**config.mk**
```make
export PLATFORM = sky130hd
export DESIGN_NAME = baggage_drop_seq
export DESIGN_NICKNAME = d
export VERILOG_FILES = /design/src/rtl/baggage_pkg.sv /design/src/rtl/baggage_isqrt_seq.sv /design/src/rtl/baggage_drop_seq.sv
export SDC_FILE = /design/constraint.sdc
export NUM_CORES = 1
export LEC_CHECK = 0
export CORE_MARGIN = 3
export CORE_UTILIZATION = 40
export DETAILED_ROUTE_END_ITERATION = 6
export GPL_ROUTABILITY_DRIVEN = 0
export PLACE_DENSITY = 0.72
export SLEW_MARGIN = 10
export SYNTH_ARGS = -nofsm -noshare
export SYNTH_HDL_FRONTEND = slang
export SYNTH_SLANG_ARGS = --single-unit
export TNS_END_PERCENT = 20
```
**constraint.sdc**
```tcl
create_clock -name clk -period 5.25 [get_ports clk]
set_input_delay 1.05 -clock clk [delete_from_list [all_inputs] [get_ports clk]]
set_output_delay 1.05 -clock clk [all_outputs]
set_load 0.03 [all_outputs]
```
**src/rtl/baggage_pkg.sv**
```systemverilog
// Shared types and constants for the sequential baggage-drop path.
// Latency: n/a (declarations only).
// Backpressure: n/a.
package baggage_pkg;

  typedef enum logic [2:0] {
    ST_IDLE,
    ST_DIV,
    ST_SQRT,
    ST_DECIDE,
    ST_HOLD
  } state_t;

  // Index 0 drives seven_seg1, index 3 drives seven_seg4.
  localparam logic [6:0] SEG_BLANK   = 7'b0000000;
  localparam logic [6:0] SEG_DROP [4] = '{7'b1011110, 7'b1010000, 7'b1011100, 7'b1110011};
  localparam logic [6:0] SEG_HOT  [4] = '{7'b0000000, 7'b1110110, 7'b1011100, 7'b1111000};
  localparam logic [6:0] SEG_COLD [4] = '{7'b0111001, 7'b1011100, 7'b0111000, 7'b1011110};

  // Ceiling log2 for elaboration-time width math; clog2(1) = 0.
  function automatic int clog2(input int value);
    int r;
    r = 0;
    for (int i = 0; i < 31; i++) begin
      if ((1 << i) < value) r = i + 1;
    end
    return r;
  endfunction

endpackage

```
**src/rtl/baggage_isqrt_seq.sv**
```systemverilog
// Bit-serial non-restoring integer square root, floor(sqrt(radicand)).
// Latency: loads on the load edge, then RAD_W/2 edges; valid pulses with the last bit.
// Backpressure: none; a load while busy restarts the computation.
module baggage_isqrt_seq
  import baggage_pkg::*;
#(
  parameter int RAD_W = 24
) (
  input  logic               clk,
  input  logic               rst,
  input  logic               load,
  input  logic [RAD_W-1:0]   radicand,
  output logic               busy,
  output logic [RAD_W/2-1:0] root,
  output logic               valid
);

  localparam int ROOT_W = RAD_W / 2;
  // Remainder magnitude stays below 2^(ROOT_W+1); two more bits absorb the <<2.
  localparam int REM_W  = ROOT_W + 4;
  localparam int CNT_W  = clog2(ROOT_W + 1);

  logic [RAD_W-1:0]  rad_q, rad_d;
  logic [REM_W-1:0]  rem_q, rem_d;
  logic [ROOT_W-1:0] root_q, root_d;
  logic [CNT_W-1:0]  cnt_q, cnt_d;
  logic              busy_q, busy_d;
  logic              valid_q, valid_d;

  logic [REM_W-1:0]  shifted_c;

  // One root bit per cycle: remainder may go negative and is corrected on the next step.
  always_comb begin
    rad_d     = rad_q;
    rem_d     = rem_q;
    root_d    = root_q;
    cnt_d     = cnt_q;
    busy_d    = busy_q;
    valid_d   = 1'b0;
    shifted_c = (rem_q << 2) | REM_W'(rad_q[RAD_W-1 -: 2]);
    if (load) begin
      rad_d  = radicand;
      rem_d  = '0;
      root_d = '0;
      cnt_d  = '0;
      busy_d = 1'b1;
    end else if (busy_q) begin
      rad_d = rad_q << 2;
      if (!rem_q[REM_W-1]) rem_d = shifted_c - REM_W'({root_q, 2'b01});
      else                 rem_d = shifted_c + REM_W'({root_q, 2'b11});
      root_d = {root_q[ROOT_W-2:0], ~rem_d[REM_W-1]};
      cnt_d  = cnt_q + CNT_W'(1);
      if (cnt_q == CNT_W'(ROOT_W - 1)) begin
        busy_d  = 1'b0;
        valid_d = 1'b1;
      end
    end
  end

  // State registers with synchronous reset.
  always_ff @(posedge clk) begin
    if (rst) begin
      rad_q   <= '0;
      rem_q   <= '0;
      root_q  <= '0;
      cnt_q   <= '0;
      busy_q  <= 1'b0;
      valid_q <= 1'b0;
    end else begin
      rad_q   <= rad_d;
      rem_q   <= rem_d;
      root_q  <= root_d;
      cnt_q   <= cnt_d;
      busy_q  <= busy_d;
      valid_q <= valid_d;
    end
  end

  assign busy  = busy_q;
  assign root  = root_q;
  assign valid = valid_q;

endmodule

```
**src/rtl/baggage_drop_seq.sv**
```systemverilog
// Sensor averaging, bit-serial divide and root, t_lim decision, 7-seg display and drop hold.
// Latency: done SUM_W + ROOT_W + 1 edges after start is accepted (23 with defaults).
// Backpressure: start is only sampled while busy=0; starts during busy are dropped.
module baggage_drop_seq
  import baggage_pkg::*;
#(
  parameter int N_SENSORS  = 4,
  parameter int SENSOR_W   = 8,
  parameter int FRAC_SHIFT = 16,
  parameter int T_W        = 16,
  parameter int DROP_HOLD  = 8
) (
  input  logic                          clk,
  input  logic                          rst,
  input  logic                          start,
  input  logic [N_SENSORS*SENSOR_W-1:0] sensors,
  input  logic [T_W-1:0]                t_lim,
  input  logic                          drop_en,
  output logic                          busy,
  output logic                          done,
  output logic [T_W-1:0]                t_act,
  output logic [6:0]                    seven_seg1,
  output logic [6:0]                    seven_seg2,
  output logic [6:0]                    seven_seg3,
  output logic [6:0]                    seven_seg4,
  output logic                          drop_activated
);

  localparam int SUM_W  = SENSOR_W + clog2(N_SENSORS);
  localparam int RAD_W  = SENSOR_W + FRAC_SHIFT;
  localparam int ROOT_W = RAD_W / 2;
  localparam int STEP_W = clog2((SUM_W > ROOT_W ? SUM_W : ROOT_W) + 1);
  localparam int HOLD_W = clog2(DROP_HOLD + 1);
  localparam logic [SUM_W-1:0] H_MAX = SUM_W'({SENSOR_W{1'b1}});

  state_t            state_q, state_d;
  logic [STEP_W-1:0] step_q, step_d;
  logic [SUM_W-1:0]  dvd_q, dvd_d;      // dividend shifts out, quotient shifts in
  logic [SUM_W-1:0]  rem_q, rem_d;
  logic [SUM_W-1:0]  cnt_q, cnt_d;
  logic [T_W-1:0]    t_lim_q, t_lim_d;
  logic              drop_en_q, drop_en_d;
  logic [HOLD_W-1:0] hold_q, hold_d;
  logic              busy_q, busy_d;
  logic              done_q, done_d;
  logic [T_W-1:0]    t_act_q, t_act_d;
  logic              drop_q, drop_d;
  logic [6:0]        seg_q [4];
  logic [6:0]        seg_d [4];

  logic [SUM_W-1:0]  sum_c, cnt_c;
  logic [SUM_W:0]    trial_c;
  logic              q_bit_c;
  logic [SUM_W-1:0]  quot_c;
  logic [SENSOR_W-1:0] height_c;
  logic [RAD_W-1:0]  radicand_c;
  logic [T_W-1:0]    tact_c;
  logic              sqrt_load, sqrt_busy, sqrt_valid;
  logic [ROOT_W-1:0] sqrt_root;

  // Sum and count of the non-zero channels of the current snapshot.
  always_comb begin
    sum_c = '0;
    cnt_c = '0;
    for (int k = 0; k < N_SENSORS; k++) begin
      sum_c = sum_c + SUM_W'(sensors[k*SENSOR_W +: SENSOR_W]);
      if (sensors[k*SENSOR_W +: SENSOR_W] != '0) cnt_c = cnt_c + SUM_W'(1);
    end
  end

  // Restoring divide step; on the final step the full quotient feeds the root as height.
  always_comb begin
    trial_c    = {rem_q, dvd_q[SUM_W-1]};
    q_bit_c    = (trial_c >= {1'b0, cnt_q});
    quot_c     = {dvd_q[SUM_W-2:0], q_bit_c};
    height_c   = (cnt_q == '0) ? '0 : (quot_c > H_MAX) ? '1 : quot_c[SENSOR_W-1:0];
    radicand_c = RAD_W'(height_c) << FRAC_SHIFT;
    tact_c     = T_W'(sqrt_root >> 1);
  end

  baggage_isqrt_seq #(.RAD_W(RAD_W)) u_isqrt (
    .clk      (clk),
    .rst      (rst),
    .load     (sqrt_load),
    .radicand (radicand_c),
    .busy     (sqrt_busy),
    .root     (sqrt_root),
    .valid    (sqrt_valid)
  );

  // Sequencer next-state: capture, divide, root, decide, then optional drop hold.
  always_comb begin
    state_d   = state_q;
    step_d    = step_q;
    dvd_d     = dvd_q;
    rem_d     = rem_q;
    cnt_d     = cnt_q;
    t_lim_d   = t_lim_q;
    drop_en_d = drop_en_q;
    hold_d    = hold_q;
    busy_d    = busy_q;
    done_d    = 1'b0;
    t_act_d   = t_act_q;
    drop_d    = drop_q;
    seg_d     = seg_q;
    sqrt_load = 1'b0;
    case (state_q)
      ST_IDLE: begin
        if (start) begin
          dvd_d     = sum_c + (cnt_c >> 1);
          rem_d     = '0;
          cnt_d     = cnt_c;
          t_lim_d   = t_lim;
          drop_en_d = drop_en;
          step_d    = '0;
          busy_d    = 1'b1;
          state_d   = ST_DIV;
        end
      end
      ST_DIV: begin
        dvd_d  = quot_c;
        rem_d  = q_bit_c ? SUM_W'(trial_c - {1'b0, cnt_q}) : SUM_W'(trial_c);
        step_d = step_q + STEP_W'(1);
        if (step_q == STEP_W'(SUM_W - 1)) begin
          step_d    = '0;
          sqrt_load = 1'b1;
          state_d   = ST_SQRT;
        end
      end
      ST_SQRT: begin
        if (sqrt_busy) begin
          step_d = step_q + STEP_W'(1);
          if (step_q == STEP_W'(ROOT_W - 1)) begin
            step_d  = '0;
            state_d = ST_DECIDE;
          end
        end
      end
      ST_DECIDE: begin
        if (sqrt_valid) begin
          t_act_d = tact_c;
          done_d  = 1'b1;
          if (drop_en_q && (tact_c < t_lim_q)) begin
            seg_d   = SEG_DROP;
            drop_d  = 1'b1;
            hold_d  = HOLD_W'(DROP_HOLD);
            state_d = ST_HOLD;
          end else begin
            drop_d  = 1'b0;
            busy_d  = 1'b0;
            state_d = ST_IDLE;
            if (drop_en_q && (tact_c > t_lim_q))       seg_d = SEG_HOT;
            else if (!drop_en_q && (tact_c < t_lim_q)) seg_d = SEG_COLD;
            else                                       seg_d = '{default: SEG_BLANK};
          end
        end
      end
      ST_HOLD: begin
        // The DECIDE edge counts as the first hold cycle.
        if (hold_q <= HOLD_W'(1)) begin
          drop_d  = 1'b0;
          busy_d  = 1'b0;
          state_d = ST_IDLE;
        end else begin
          hold_d = hold_q - HOLD_W'(1);
        end
      end
      default: state_d = ST_IDLE;
    endcase
  end

  // State and registered outputs; reset aborts any measurement in flight.
  always_ff @(posedge clk) begin
    if (rst) begin
      state_q   <= ST_IDLE;
      step_q    <= '0;
      dvd_q     <= '0;
      rem_q     <= '0;
      cnt_q     <= '0;
      t_lim_q   <= '0;
      drop_en_q <= 1'b0;
      hold_q    <= '0;
      busy_q    <= 1'b0;
      done_q    <= 1'b0;
      t_act_q   <= '0;
      drop_q    <= 1'b0;
      seg_q     <= '{default: SEG_BLANK};
    end else begin
      state_q   <= state_d;
      step_q    <= step_d;
      dvd_q     <= dvd_d;
      rem_q     <= rem_d;
      cnt_q     <= cnt_d;
      t_lim_q   <= t_lim_d;
      drop_en_q <= drop_en_d;
      hold_q    <= hold_d;
      busy_q    <= busy_d;
      done_q    <= done_d;
      t_act_q   <= t_act_d;
      drop_q    <= drop_d;
      seg_q     <= seg_d;
    end
  end

  assign busy           = busy_q;
  assign done           = done_q;
  assign t_act          = t_act_q;
  assign drop_activated = drop_q;
  assign seven_seg1     = seg_q[0];
  assign seven_seg2     = seg_q[1];
  assign seven_seg3     = seg_q[2];
  assign seven_seg4     = seg_q[3];

endmodule

```
==> results of run 1 <==
-- metal layers --
metal	share of wire	track usage	vias up
li1	-	-	2966
met1	0.45	0.2124	2786
met2	0.50	0.2886	121
met3	0.037	0.03397	22
met4	0.016	0.06098	0
met5	0	0	-
-- critical path, stage by stage --
cell and delay (ns):
clkdlybuf4s50_1 0.44, nor4_1 0.34, and2_1 0.20, ha_1 0.25, xor2_1 0.20, ha_1 0.17
nand2_1 0.06, xnor2_1 0.16, fa_1 0.54, inv_1 0.04, ha_1 0.22, fa_1 0.39
a21o_1 0.19, a21oi_1 0.17, o21ai_0 0.15, o41ai_2 0.26, nor4_1 0.08, a211o_1 0.30
-- state kept, by name, indices dropped and copies added (netlist names), 4 cells and up --
signal	count
t_lim_q	16
u_isqrt.rem_q	15
u_isqrt.root	12
t_act	11
dvd_q	10
rem_q	10
u_isqrt.rad_q	8
cnt_q	4
hold_q	4
step_q	4
u_isqrt.cnt_q	4
-- power by group through the flow --
| stage | registers (µW) | logic (µW) | clock network, µW |
|---|---|---|---|
| after global placement | 952 | 530 | 0 |
| after detailed placement | 952 | 543 | 0 |
| final | 935 | 552 | 1140 |
| after global routing | 939 | 626 | 1180 |
| after CTS | 934 | 553 | 1150 |
| after floorplan | 943 | 399 | 0 |
-- layout make-up --
type	count	area share
multi-input cells	591	0.4813
flip-flops and latches	114	0.2692
repair buffers	111	0.1243
clock buffers	17	0.05018
well taps	220	0.03247
inverters	54	0.02391
clock inverters	15	0.01860
-- cell usage in the layout, fill, tap and decap left out, types with 4 or more instances in the layout --
cell type	instances
clkinv_2	4
nor2b_1	7
clkbuf_16	17
mux2i_1	20
or2_2	4
a211oi_1	8
nor2_1	61
xnor2_1	31
nand3b_1	5
nand2_1	104
ha_1	53
nand2b_1	7
fa_1	19
buf_4	21
o21a_1	6
nand3_1	7
a222oi_1	5
clkdlybuf4s50_1	89
o211ai_1	5
a21o_1	9
conb_1	9
nor3_1	14
o22ai_1	7
nand4_1	8
nor4_1	16
a22oi_1	6
a21oi_1	72
inv_1	54
o21ai_0	37
or4_1	4
clkinv_4	5
xor2_1	12
a221oi_1	6
dfxtp_1	114
-- stage by stage --
stage               cell area (µm²)  utilization
floorplan                      6925            -
global placement               7886       0.4705
detailed placement             7886       0.4705
CTS                            8469       0.5053
global route                   8477       0.5058
finish                         8477       0.5058
-- path summary, 6_finish.rpt --
kind	startpoint	to	cells past startpoint
worst min-delay path	u_isqrt.rad_q[17]$_SDFFE_PP0P_	u_isqrt.rad_q[17]$_SDFFE_PP0P_	2
worst max register to register	u_isqrt.rem_q[15]$_SDFFE_PP0P_	u_isqrt.rem_q[15]$_SDFFE_PP0P_	8
worst max-delay path	sensors[4]	dvd_q[9]$_SDFFE_PP0P_	18
worst min register to register	u_isqrt.rad_q[17]$_SDFFE_PP0P_	u_isqrt.rad_q[17]$_SDFFE_PP0P_	2
-- cell families (layout without fill, tap and decap cells) --
group	Yosys count	in the layout	synth area share
simple gates	256	256	0.1727
compound gates	188	188	0.1714
buf+inv	123	197	0.08270
flops	114	114	0.3308
fa+ha+maj	72	72	0.1513
xor+xnor	44	44	0.05785
mux	22	22	0.03228
other cells	2	9	0.001089
==> out/qor.yml, run 1 <==
htreeDepth: 4
drc: 0
multiInputGateArea_um2: 4080
cts_tree: "built"
die_h_um: 137.3
synth.largest_area_cell: "dfxtp_1"
cts_hold_buf: 0
grt_max_degree: 80
yosys_warnings: 0
hold_viol_final: 0
leakage_uw: 0.003340
ant_nets: 0
seq_area_frac_synth: 0.3308
endpoint_kind: "flop"
layout-drive-gt1-share: 0.07428
cts-root-buf: "clkbuf_16"
peakVddDrop_mv: 0.2158
nets: 1013
grt.total_usage: 0.1693
start_util: 0.4116
antennaDiodeCount: 0
ys.flop_type: "dfxtp_1"
place_ws_ns: -0.2038
hold_class: "flop to flop"
portBuffers: 90
fin_ws_ns: 0.3431
clk_pin_slew_ns: 0.06
dieWidth_um: 137.3
synth.most_common_cell: "dfxtp_1"
status: "finished clean"
start_kind: "input port"
p_int_uw: 1868
avgSynthCellArea_um2: 8.403
wl_per_cell_um: 13.96
drv_cap: 0
synth_edf_count: 0
worst_slew_margin_rel: 0.1928
numClockSinks: 114
core_area_um2: 16760
fin_crit_ns: 4.907
fin_tns_setup_ns: 0
drt_pass1_iterations: 5
synth_seq_cells: 114
power_frac_comb: 0.211
area_delta_synth_final_pct: 22.87
path_class: "input port to flop"
grt_overflow: 0
regArea_um2: 2282
clockPowerShare: 0.433
syn-cell-area_um2: 6899
clk_latency_ns: 0.41
cts_buffers: 17
synth_top_area_frac: 0.3308
dp_hpwl_um: 11400
fillers: 1576
ys_top_cells_by_count: "114 x dfxtp_1, 104 x nand2_1, 72 x a21oi_1, 61 x nor2_1, 54 x inv_1"
post-route-period-util: 0.9346
required_ns: 5.55
clk_path_buf_depth: 2
arrival_ns: 5.20
vias_per_cell: 5.254
synth_cell_types: 65
critPathMaxFanout: 2
cts_resized: 0
antenna_found_initial: 0
synth.top_cells.by_area: "dfxtp_1 33%, ha_1 9.6%, nand2_1 5.7%"
power_frac_seq: 0.357
die_area_um2: 18860
wl_um: 15660
p_sw_frac: 0.2875
drt_iter0_markers: 384
rrSetupSlack_ns: 2.35
grt_pass1_vias: 5605
p_sw_uw: 753.7
placedCellCount: 1090
hold_ws_ns: 0.4547
ioPinCount: 99
synth_cells: 821
instances_no_fill: 1122
async_flop_share: 0
p_per_area_nw_per_um2: 309.3
fmax_ghz: 0.2038
setup_viol: 0
grt_pass1_wl_um: 25900
rsz0062_at_grt: "false"
vias: 5895
p_total_uw: 2622
clock_skew_ns: 0.006025
slew_viol_final: 0
tightest_slew_ns: 1.211
num_rows: 47
post_cts_buffers: 0
Note: power is estimated with default switching activity, not from simulation.
==> run 2: changes to the inputs <==
- CTS_CLUSTER_DIAMETER: unset -> 120
- PLACE_DENSITY: 0.72 -> 0.71
- SYNTH_HIERARCHICAL: unset -> 1
==> out/qor.yml, run 2 <==
status: "finished clean"
rrSetupSlack_ns: 1.97
ant_nets: 0
fillers: 1849
fin_util: 0.4964
vias_per_cell: 5.009
grt.total_usage: 0.1597
fin_ws_ns: 0.3215
die_h_um: 146.3
synth_top_area_frac: 0.3306
numClockSinks: 130
cp_common_cell: "ha_1"
fin_tns_setup_ns: 0
final_cell_mix: "129 x dfxtp_1, 110 x nor2_1, 107 x nand2_1, 97 x a21oi_1, 89 x clkdlybuf4s50_1"
portBuffers: 90
clock_skew_ns: 0.006305
ioPinCount: 99
synth.top_cells.by_area: "dfxtp_1 33%, ha_1 8.7%, a21oi_1 6.2%"
synth_edf_count: 0
dr_wl_met3_um: 769
synth_cells: 940
met1_length_um: 7952
leakage_uw: 0.003643
clk_latency_ns: 0.42
antennaDiodeCount: 0
async_flop_share: 0
nets: 1142
tightest_slew_ns: 1.104
grt_overflow: 0
synth_cell_types: 76
arrival_ns: 5.20
seq_area_frac_synth: 0.3306
clk_path_buf_depth: 2
ys.flop_type: "dfxtp_1"
ys_top_cells_by_count: "130 x dfxtp_1, 110 x nor2_1, 107 x nand2_1, 97 x a21oi_1, 55 x ha_1"
post_cts_buffers: 0
endpoint_kind: "flop"
htreeDepth: 4
max_stage_delay_ns: 0.55
met2_length_um: 7757
hold_class: "flop to flop"
cts_hold_buf: 0
instances_no_fill: 1288
wl_per_cell_um: 12.98
layout-drive-gt1-share: 0.07004
post-route-period-util: 0.9388
hold_viol_final: 0
drc: 0
setup_viol: 0
path_cells: "clkdlybuf4s50_1 -> nor4_1 -> nand2_1 -> inv_1 -> ha_1 -> xor2_1 -> ha_1 -> nand2_1 -> xnor2_1 -> fa_1 -> inv_1 -> ha_1 -> fa_1 -> a21oi_1 -> nor2b_1 -> o31a_1 -> o41ai_1 -> mux2i_1 -> o21ai_0"
cts-root-buf: "clkbuf_16"
synth_seq_cells: 130
avgSynthCellArea_um2: 8.375
largest_register: "u_isqrt/rad_q"
start_util: 0.4139
hold_ws_ns: 0.4512
fmax_ghz: 0.2029
grt_pass1_vias: 6205
wl_um: 16720
placedCellCount: 1257
grt_pass1_wl_um: 28970
antenna_found_initial: 0
syn-cell-area_um2: 7873
required_ns: 5.52
reg_top3: "u_isqrt/rad_q (24), t_lim_q (16), u_isqrt/rem_q (15)"
cts_buffers: 17
synth.most_common_cell: "dfxtp_1"
worst_slew_margin_rel: 0.2643
cts_tree: "built"
die_area_um2: 21400
peakVddDrop_mv: 0.1842
dp_hpwl_um: 12120
cts_resized: 0
vias: 6451
drv_cap: 0
final_common_cell: "dfxtp_1"
slew_viol_final: 0
largest_reg_flops: 24
fin_crit_ns: 4.928
drt_pass1_iterations: 6
critPathMaxFanout: 2
drt_iter0_markers: 388
p_per_area_nw_per_um2: 297.5
highest_layer: "met4"
start_kind: "input port"
clk_pin_slew_ns: 0.05
synth.largest_area_cell: "dfxtp_1"
area_delta_synth_final_pct: 19.91
place_ws_ns: -0.1089
path_class: "input port to flop"
rsz0062_at_grt: "false"
yosys_warnings: 6
grt_max_degree: 81
num_rows: 50
dieWidth_um: 146.3
core_area_um2: 19020
critPathSlowestCell: "fa_1"
run 2: cell count changes after synthesis, moves of 5 or more:
cell      previous run  this run
buf_2                6        12
a221oi_1             6         1
dfxtp_1            114       130
nor2_1              61       110
buf_1                7         1
o22ai_1              7         0
o21a_1               6        19
a21oi_1             72        97
o21ai_0             37        17
a222oi_1             5         0
nand3_1              7        13
mux2i_1             20        45
nand3b_1             5        10
run 2: cell type report:
cell class	count	area, µm²	share of cell area
clock buffers	26	499.2	0.05288
clock inverters	5	27.53	0.002916
inverters	54	202.7	0.02147
multi-input cells	706	4756	0.5038
flip-flops and latches	130	2606	0.2761
well taps	260	325.3	0.03446
repair buffers	107	1023	0.1084
run 2: cell families (layout without fill, tap and decap cells):
| logic type | after synthesis | after routing | share of synthesized area |
|---|---|---|---|
| flops | 130 | 130 | 0.3306 |
| xor+xnor | 40 | 40 | 0.04625 |
| compound gates | 201 | 201 | 0.1613 |
| other cells | 2 | 25 | 0.0009539 |
| fa+ha+maj | 74 | 74 | 0.1357 |
| buf+inv | 127 | 192 | 0.07629 |
| simple gates | 320 | 320 | 0.1902 |
| mux | 46 | 46 | 0.05865 |
run 2: where the power goes:
group / internal, µW / switching [µW]
logic: 306 / 372
clock network: 647 / 403
registers: 1040 / 42.8
total: 1990 / 818
run 2: critical path, delay by kind of cell:
kind	cells	cell delay (ns)
buffers and inverters	3	0.54
XOR/XNOR	2	0.38
multiplexers	1	0.23
AO/OA/AOI/OAI	4	0.86
adder cells (fa/ha/maj)	5	1.58
AND/OR/NAND/NOR	4	0.57
run 2: stage by stage:
stage	power, µW	cell area (µm²)
detailed placement	1773	8914
finish	2809	9440
global placement	1766	8914
floorplan	1606	7959
CTS	2825	9440
global route	2978	9440
run 2: per-layer routing:
metal	GRT usage	vias to the layer above
met5	0	-
met4	0.05409	0
met3	0.03569	17
met2	0.2633	144
met1	0.2077	2964
li1	-	3326
run 2: final timing paths:
kind,startpoint,end,depth (start not counted)
min reg2reg,t_act[1]$_SDFFE_PP0P_,t_act[1]$_SDFFE_PP0P_,2
max reg2reg,state_q[0]$_SDFFE_PP0P_,u_isqrt/rem_q[15]$_SDFFE_PP0P_,7
min,t_act[1]$_SDFFE_PP0P_,t_act[1]$_SDFFE_PP0P_,2
max,sensors[10],dvd_q[9]$_SDFFE_PP0P_,19
